===== config.mk =====
export PLATFORM = sky130hd
export DESIGN_NAME = crc_stream_engine_flat
export DESIGN_NICKNAME = d
export VERILOG_FILES = /design/src/rtl/crc_stream_engine_pkg.sv /design/src/rtl/crc_stream_engine_if.sv /design/src/rtl/crc_stream_engine_lfsr_step.sv /design/src/rtl/crc_stream_engine.sv /design/src/flat_wrapper.sv
export SDC_FILE = /design/constraint.sdc
export NUM_CORES = 1
export LEC_CHECK = 0
export CELL_PAD_IN_SITES_DETAIL_PLACEMENT = 1
export CELL_PAD_IN_SITES_GLOBAL_PLACEMENT = 1
export CORE_ASPECT_RATIO = 1.4
export CORE_MARGIN = 2
export CORE_UTILIZATION = 38
export CTS_CLUSTER_DIAMETER = 30
export CTS_CLUSTER_SIZE = 12
export DETAILED_ROUTE_END_ITERATION = 6
export PLACE_DENSITY = 0.93
export SLEW_MARGIN = 20
export SYNTH_ARGS = -nofsm -noshare
export SYNTH_HDL_FRONTEND = slang
export SYNTH_SLANG_ARGS = --single-unit

===== constraint.sdc =====
create_clock -name clk_i -period 2.6 [get_ports clk_i]
set_input_delay 0.39 -clock clk_i [delete_from_list [all_inputs] [get_ports clk_i]]
set_output_delay 0.39 -clock clk_i [all_outputs]
set_load 0.02 [all_outputs]

===== src/rtl/crc_stream_engine_pkg.sv =====
// crc_pkg: shared FSM state type and standard CRC polynomials
// for crc_stream_engine and its LFSR step datapath.
package crc_pkg;

  typedef enum logic [1:0] {
    IDLE,
    WAIT,
    SHIFT,
    DONE
  } crc_state_e;

  localparam logic [31:0] CRC32_POLY       = 32'h04C11DB7;
  localparam logic [15:0] CRC16_CCITT_POLY = 16'h1021;
  localparam logic [7:0]  CRC8_POLY        = 8'h07;

endpackage


===== src/rtl/crc_stream_engine_if.sv =====
// crc_stream_engine_if: message-word valid/ready stream.
// master drives data/valid/last, slave returns ready.
interface crc_stream_engine_if #(
  parameter int DATA_W = 32
);

  logic [DATA_W-1:0] data_i;
  logic              data_valid_i;
  logic              data_last_i;
  logic              data_ready_o;

  modport master (
    output data_i,
    output data_valid_i,
    output data_last_i,
    input  data_ready_o
  );

  modport slave (
    input  data_i,
    input  data_valid_i,
    input  data_last_i,
    output data_ready_o
  );

endinterface


===== src/rtl/crc_stream_engine_lfsr_step.sv =====
// crc_lfsr_step: folds BPC message bits into a CRC register.
// Ports: crc_i/poly_i current state and polynomial, bits_i bits, crc_o next.
module crc_lfsr_step #(
  parameter int CRC_W = 32,
  parameter int BPC   = 1
) (
  input  logic [CRC_W-1:0] crc_i,
  input  logic [CRC_W-1:0] poly_i,
  input  logic [BPC-1:0]   bits_i,
  output logic [CRC_W-1:0] crc_o
);

  logic [CRC_W-1:0] c;
  logic             fb;

  // bits_i[BPC-1] is the oldest bit and is folded first.
  always_comb begin
    c  = crc_i;
    fb = 1'b0;
    for (int i = BPC - 1; i >= 0; i--) begin
      fb = c[CRC_W-1] ^ bits_i[i];
      c  = {c[CRC_W-2:0], 1'b0} ^ (fb ? poly_i : '0);
    end
    crc_o = c;
  end

endmodule


===== src/rtl/crc_stream_engine.sv =====
// crc_stream_engine: configurable CRC over a valid/ready word stream.
// Ports: clk_i/rst_i, config (poly/init/xorout/refin/refout), start_i, abort_i,
// s_if word stream (slave), crc_o result, crc_valid_o pulse, busy_o.
module crc_stream_engine
  import crc_pkg::*;
#(
  parameter int CRC_W  = 32,
  parameter int DATA_W = 32,
  parameter int BPC    = 1
) (
  input  logic                clk_i,
  input  logic                rst_i,
  input  logic [CRC_W-1:0]    poly_i,
  input  logic [CRC_W-1:0]    init_i,
  input  logic [CRC_W-1:0]    xorout_i,
  input  logic                refin_i,
  input  logic                refout_i,
  input  logic                start_i,
  input  logic                abort_i,
  crc_stream_engine_if.slave  s_if,
  output logic [CRC_W-1:0]    crc_o,
  output logic                crc_valid_o,
  output logic                busy_o
);

  localparam int N     = DATA_W / BPC;
  localparam int CNT_W = (N > 1) ? $clog2(N) : 1;

  crc_state_e        state_q, state_d;
  logic [CRC_W-1:0]  crc_q, crc_d;
  logic [CRC_W-1:0]  poly_q, poly_d;
  logic [CRC_W-1:0]  xor_q, xor_d;
  logic [CRC_W-1:0]  out_q, out_d;
  logic              refin_q, refin_d;
  logic              refout_q, refout_d;
  logic              last_q, last_d;
  logic [DATA_W-1:0] data_q, data_d;
  logic [CNT_W-1:0]  cnt_q, cnt_d;

  logic [DATA_W-1:0] data_rev;
  logic [CRC_W-1:0]  step_crc;
  logic [CRC_W-1:0]  step_rev;

  // Reflected words are reversed once at accept time so the
  // shift path is always MSB-first.
  always_comb begin
    for (int i = 0; i < DATA_W; i++) begin
      data_rev[i] = s_if.data_i[DATA_W-1-i];
    end
  end

  always_comb begin
    for (int i = 0; i < CRC_W; i++) begin
      step_rev[i] = step_crc[CRC_W-1-i];
    end
  end

  crc_lfsr_step #(
    .CRC_W (CRC_W),
    .BPC   (BPC)
  ) u_step (
    .crc_i  (crc_q),
    .poly_i (poly_q),
    .bits_i (data_q[DATA_W-1 -: BPC]),
    .crc_o  (step_crc)
  );

  always_comb begin
    state_d  = state_q;
    crc_d    = crc_q;
    poly_d   = poly_q;
    xor_d    = xor_q;
    out_d    = out_q;
    refin_d  = refin_q;
    refout_d = refout_q;
    last_d   = last_q;
    data_d   = data_q;
    cnt_d    = cnt_q;
    unique case (state_q)
      IDLE, DONE: begin
        state_d = IDLE;
        if (start_i) begin
          poly_d   = poly_i;
          xor_d    = xorout_i;
          refin_d  = refin_i;
          refout_d = refout_i;
          crc_d    = init_i;
          state_d  = WAIT;
        end
      end
      WAIT: begin
        if (s_if.data_valid_i) begin
          data_d  = refin_q ? data_rev : s_if.data_i;
          last_d  = s_if.data_last_i;
          cnt_d   = '0;
          state_d = SHIFT;
        end
      end
      SHIFT: begin
        crc_d  = step_crc;
        data_d = data_q << BPC;
        cnt_d  = cnt_q + 1'b1;
        if (cnt_q == CNT_W'(N - 1)) begin
          state_d = last_q ? DONE : WAIT;
          if (last_q) begin
            out_d = (refout_q ? step_rev : step_crc) ^ xor_q;
          end
        end
      end
      default: state_d = IDLE;
    endcase
    // An abort also suppresses a result landing on the same edge.
    if (abort_i) begin
      state_d = IDLE;
      out_d   = out_q;
    end
  end

  always_ff @(posedge clk_i) begin
    if (rst_i) begin
      state_q  <= IDLE;
      crc_q    <= '0;
      poly_q   <= '0;
      xor_q    <= '0;
      out_q    <= '0;
      refin_q  <= 1'b0;
      refout_q <= 1'b0;
      last_q   <= 1'b0;
      data_q   <= '0;
      cnt_q    <= '0;
    end else begin
      state_q  <= state_d;
      crc_q    <= crc_d;
      poly_q   <= poly_d;
      xor_q    <= xor_d;
      out_q    <= out_d;
      refin_q  <= refin_d;
      refout_q <= refout_d;
      last_q   <= last_d;
      data_q   <= data_d;
      cnt_q    <= cnt_d;
    end
  end

  assign s_if.data_ready_o = (state_q == WAIT);
  assign busy_o            = (state_q == WAIT) || (state_q == SHIFT);
  assign crc_valid_o       = (state_q == DONE);
  assign crc_o             = out_q;

endmodule


===== src/flat_wrapper.sv =====
// flat-port wrapper written by rule: the top's interface ports become plain ports
module crc_stream_engine_flat import crc_pkg::*;
#(
  parameter int CRC_W  = 32,
  parameter int DATA_W = 32,
  parameter int BPC    = 1
)
  (clk_i, rst_i, poly_i, init_i, xorout_i, refin_i, refout_i, start_i, abort_i, crc_o, crc_valid_o, busy_o, s_if_data_i, s_if_data_valid_i, s_if_data_last_i, s_if_data_ready_o);
  crc_stream_engine_if #(.DATA_W(DATA_W)) s_if_i ();
  input  logic clk_i;
  input  logic rst_i;
  input  logic [CRC_W-1:0] poly_i;
  input  logic [CRC_W-1:0] init_i;
  input  logic [CRC_W-1:0] xorout_i;
  input  logic refin_i;
  input  logic refout_i;
  input  logic start_i;
  input  logic abort_i;
  output logic [CRC_W-1:0] crc_o;
  output logic crc_valid_o;
  output logic busy_o;
  input wire logic [$bits(s_if_i.data_i)-1:0] s_if_data_i;
  input wire logic [$bits(s_if_i.data_valid_i)-1:0] s_if_data_valid_i;
  input wire logic [$bits(s_if_i.data_last_i)-1:0] s_if_data_last_i;
  output wire logic [$bits(s_if_i.data_ready_o)-1:0] s_if_data_ready_o;
  assign s_if_i.data_i = s_if_data_i;
  assign s_if_i.data_valid_i = s_if_data_valid_i;
  assign s_if_i.data_last_i = s_if_data_last_i;
  assign s_if_data_ready_o = s_if_i.data_ready_o;
  crc_stream_engine #(.CRC_W(CRC_W), .DATA_W(DATA_W), .BPC(BPC)) u_core (.clk_i(clk_i), .rst_i(rst_i), .poly_i(poly_i), .init_i(init_i), .xorout_i(xorout_i), .refin_i(refin_i), .refout_i(refout_i), .start_i(start_i), .abort_i(abort_i), .s_if(s_if_i), .crc_o(crc_o), .crc_valid_o(crc_valid_o), .busy_o(busy_o));
endmodule

After elaboration in Yosys (flattened, before gate mapping)
Cells that the tools add are included.
{"block": "op_classes", "n_addsub": 1, "n_eq_ne": 7, "n_mux": 14, "bitwise_logic": 4, "n_reduce_logical": 12}
{"op": "$mux 32", "count": 5}
{"op": "$pmux 32 s2", "count": 2}
{"op": "$xor 32x32->32", "count": 2}
{"op": "$pmux 5 s2", "count": 1}
{"op": "$reduce_and 2->1", "count": 5}
{"op": "$mux 2", "count": 3}
{"op": "$pmux 2 s3", "count": 1}
{"op": "$add 5x1->5 const B", "count": 1}
{"op": "$eq 5x5->1 const B", "count": 1}
{"op": "$mux 5", "count": 1}
{"op": "$eq 2x2->1 const B", "count": 2}
{"op": "$ne 2x2->1 const B", "count": 2}
{"op": "$reduce_and 4->1", "count": 1}
{"op": "$reduce_bool 2->1", "count": 2}
{"op": "$reduce_or 2->1", "count": 2}
{"op": "$eq 2x1->1 const B", "count": 1}
{"op": "$logic_not 2->1", "count": 1}
{"op": "$ne 2x1->1 const B", "count": 1}
{"op": "$logic_or 1x1->1", "count": 1}
{"op": "$mux 1", "count": 1}
{"op": "$not 1->1", "count": 1}
{"op": "$xor 1x1->1", "count": 1}
{"block": "word_totals", "register_bits": 170, "input_bits": 136}

Depth between registers and ports, before layout
{"block": "depth", "word_depth": 5, "mapped_depth": 10, "ltp_nobuf": 8}

Hierarchy
Synthesis repeated with hierarchy kept, for this count alone.
{"block": "unflattened", "hier_cells": 872, "hier_area_um2": 7877.6}
{"module": "crc_stream_engine", "n_inst": 1, "cells_each": 805, "area_each_um2": 7423.4, "seq_area_each_um2": 3403.3}
{"module": "crc_lfsr_step", "n_inst": 1, "cells_each": 67, "area_each_um2": 454.2, "seq_area_each_um2": 0.0}

Least setup slack after synthesis
No wires, ideal clock.
{"block": "synth_timing", "kind": "register -> register", "start": "register u_core.cnt_q[0]", "end": "register u_core.out_q[16], in the netlist u_core.crc_o[16]", "setup_ns": 0.062, "t_arrival_ns": 2.040, "setup_slack_ns": 0.498, "path_stages_with_launch": 10, "cell_sequence": "dfxtp_1 ha_1 and3_1 ha_1 nand3_1 nor3_2 clkbuf_1 or2b_1 a211o_1 nand3_1"}
{"block": "synth_via", "elab_chain_len": 2}
{"item": "start, declared", "line_no": "crc_stream_engine.sv:38", "text": "logic [CNT_W-1:0] cnt_q, cnt_d;"}
{"item": "start signal, assigned", "line_no": "crc_stream_engine.sv:141", "text": "cnt_q <= cnt_d;"}
{"item": "$eq 5x5->1", "line_no": "crc_stream_engine.sv:103", "text": "if (cnt_q == CNT_W'(N - 1)) begin"}
{"item": "$reduce_and 4->1 (no source line)"}
{"item": "end signal, assigned", "line_no": "crc_stream_engine.sv:136", "text": "out_q <= out_d;"}
{"item": "end, declared", "line_no": "crc_stream_engine.sv:33", "text": "logic [CRC_W-1:0] out_q, out_d;"}
No other way between the ends.
A chain may end at the register's enable or synchronous reset.

Worst setup path after layout
{"block": "layout_timing", "start": "register u_core.state_q[0]", "end": "output busy_o"}
{"block": "layout_via", "elab_chain_len": 2, "elab_cells_between_ends": 3}
{"item": "start, declared", "line_no": "crc_stream_engine.sv:29", "text": "crc_state_e state_q, state_d;"}
{"item": "start signal, assigned", "line_no": "crc_stream_engine.sv:132", "text": "state_q <= state_d;"}
{"item": "$eq 2x1->1 or $eq 2x2->1 (tied branches)", "line_no": "crc_stream_engine.sv:146", "text": "assign busy_o = (state_q == WAIT) || (state_q == SHIFT);"}
{"item": "$logic_or 1x1->1 (*)", "line_no": "crc_stream_engine.sv:146"}
{"item": "end, declared", "line_no": "flat_wrapper.sv:21", "text": "output logic busy_o;"}
Mark *: on every way between the ends. The rest lies on a longest branch, timed or not.

==> flow_metrics.py <==
metrics = {
    "detailed_routing": {
        "vias_per_cell": 5.548,
        "wl_per_cell_um": 18.36,
        "vias": 8755,
        "final_antenna_net_count": 0,
        "finalWirelength_um": 28980,
        "first_iter_violations": 475,
        "drt_pass1_iterations": 4,
        "route.detailed.drc": 0,
    },
    "sta": {
        "max-slew-margin-rel_pct": 40.00,
        "fmax_ghz": 0.4232,
        "setup-violations-final": 0,
        "slew_viol_final": 0,
        "tightestPinTransition_ns": 0.8999,
        "fin_crit_sh_pct": 90.89,
        "fin_tns_setup_ns": 0,
        "rsz0062_at_grt": "false",
        "period_needed_ns": 2.363,
        "fin_skew_ns": 0.009335,
        "hold_viol": 0,
        "holdWs_ns": 0.4009,
    },
    "synth": {
        "yosysUniqueCellTypes": 37,
        "syn_area_um2": 8667,
        "yosysWarnings": 0,
        "async_flop_share_pct": 0,
        "syn_inst": 1146,
        "synth_top_area_share_pct": 39.27,
        "synth_ff_type": "dfxtp_1",
        "syn-num-nets": 1287,
        "synth_top_area_cell": "dfxtp_1",
        "yosysSeqAreaShare_pct": 39.27,
        "synth-seq-cells": 170,
        "netlist_top_cells_area": "dfxtp_1 39%, nand2_1 13%, a21oi_1 8.1%",
        "synth.avg_cell_area_um2": 7.563,
        "synth-edff-count": 0,
    },
    "cts": {
        "cts_max_level": 4,
        "cts_setup_buffers": 0,
        "postCtsResizedCells": 0,
        "clockBufferDepth": 2,
        "clkSinkCount": 170,
        "cts_hold_buffers": 0,
        "clk_pin_slew_ns": 0.07,
        "cts_root_buffer": "clkbuf_16",
        "cts_buffers": 17,
        "clock_latency_ns": 0.44,
        "tritoncts": "done",
    },
    "setup_path": {
        "crit_fanout": 6,
        "startpoint_type": "register",
        "path_class": "reg2out",
        "arrival_ns": 1.97,
        "required_ns": 2.21,
        "cp-end-kind": "output port",
    },
    "job": {
        "cap_violations": 0,
    },
    "die": {
        "start_util_pct": 38.61,
        "die_area_um2": 24050,
        "fp-row-count": 65,
        "core_area_um2": 22450,
        "die_h_um": 182.7,
        "die_w_um": 131.6,
        "io_pins": 171,
    },
    "worst_hold_path": {
        "hold_path.class": "in2reg",
    },
    "grt": {
        "grt_max_degree": 138,
        "grt_pass1_wl_um": 46650,
        "antenna_found_initial": 2,
        "grt_pass1_vias": 9208,
        "globalRouteOverflowTotal": 0,
        "grt_use_total_pct": 24.07,
    },
    "cells_and_area": {
        "area_delta_synth_final_pct": 29.78,
        "fin_area_um2": 11250,
        "fin_nets": 1404,
        "drive_above_1_share_pct": 7.373,
        "fill_cells": 2793,
        "final_util_pct": 50.11,
    },
    "outcome": {
        "status": "finished, final reports clean",
    },
    "placed_design": {
        "hpwl_um": 20220,
        "port_buffers": 170,
        "place_congestion": 0.7828,
        "place_area_um2": 10680,
    },
    "power": {
        "leakage_uw": 0.003849,
        "power_density_nw_per_um2": 551.1,
        "ir_drop_mv": 0.4790,
    },
}
cell usage after synthesis, types with 3 or more instances:
library cell / instances
nand2_1: 294
dfxtp_1: 170
a21oi_1: 140
nor2_1: 71
clkbuf_1: 68
o21ai_0: 63
a211o_1: 61
nand3_1: 36
mux2i_1: 33
nor3_1: 32
o2111ai_1: 30
nand2b_1: 29
nor3b_2: 29
a21boi_0: 26
buf_1: 13
buf_2: 10
inv_1: 6
ha_1: 5
a21boi_1: 4
xnor2_1: 3
where the power goes:
part / switching, uW / leakage (uW) / internal [uW] / total, uW
Clock: 1140 / 0.000279 / 1340 / 2480
Sequential: 113 / 0.00139 / 2720 / 2830
Combinational: 474 / 0.00218 / 410 / 884
Total: 1730 / 0.00385 / 4470 / 6200
stage by stage:
stage | total power [uW] | worst slack, ns | std cells
after floorplan | 3332 | 0.4980 | 1146
after global placement | 3728 | 0.4356 | 1545
after global routing | 6452 | 0.1594 | 1578
final | 6198 | 0.2368 | 1578
after CTS | 6251 | 0.2249 | 1576
after detailed placement | 3767 | 0.3648 | 1545
worst paths after layout:
| check | from | to | slack [ns] | cells past startpoint |
|---|---|---|---|---|
| worst max-delay path | u_core.state_q[0] | busy_o | 0.24 | 4 |
| worst max register to register | u_core.cnt_q[0] | u_core.crc_o[13] | 0.33 | 9 |
| worst min-delay path | rst_i | u_core.crc_o[30] | 0.40 | 4 |
| worst min register to register | u_core.data_q[8] | u_core.data_q[8] | 0.46 | 2 |
flip-flops by register name (all words and copies together) (netlist names):
name / cells
u_core.xor_q: 32
u_core.poly_q: 32
u_core.refout_q: 1
u_core.data_q: 32
u_core.state_q: 2
u_core.last_q: 1
u_core.refin_q: 1
u_core.cnt_q: 5
u_core.crc_q: 32
u_core.crc_o: 32
critical path, stage by stage (launching register included):
cell and delay [ns]:
dfxtp_1 0.38, inv_1 0.10, ha_4 0.28, inv_1 0.12
clkdlybuf4s50_1 0.65
kinds of logic after synthesis:
group / after synthesis / synth area share, %
and+or+nand+nor: 505 / 27.20
AOI/OAI and AO/OA: 330 / 24.09
DFF: 170 / 39.27
buffers and inverters: 98 / 4.403
muxes: 33 / 3.811
xor gates and xnor gates: 5 / 0.5054
adders and majority gates: 5 / 0.7218
layer usage:
layer	vias up	GRT usage (%)	share of wire, %
met5	-	0	0
met4	0	12.30	3.8
met3	76	3.833	3.5
met2	209	45.21	54
met1	4247	25.90	39
li1	4223	-	-
cells in the final DEF, fill, tap and decap left out, types with 29 or more instances in the layout:
cell and count:
nand3_1 36, mux2i_1 33, nand2b_1 29, dfxtp_1 168, nor2_1 69, a211o_1 61
a21oi_1 139, nand2_1 293, clkdlybuf4s50_1 169, o21ai_0 63, o2111ai_1 30, nor3_1 32
nor3b_2 29
layout make-up:
class	count	area, um^2	area share (%)
multi-input cells	878	4936	43.88
diodes	2	5.005	0.04449
repair buffers	190	1937	17.22
clock buffers	18	429.2	3.815
flip-flops and latches	170	3408	30.30
well taps	301	376.6	3.348
inverters	6	22.52	0.2002
clock inverters	13	133.9	1.190
No activity file was read; power rests on OpenSTA's default activity.
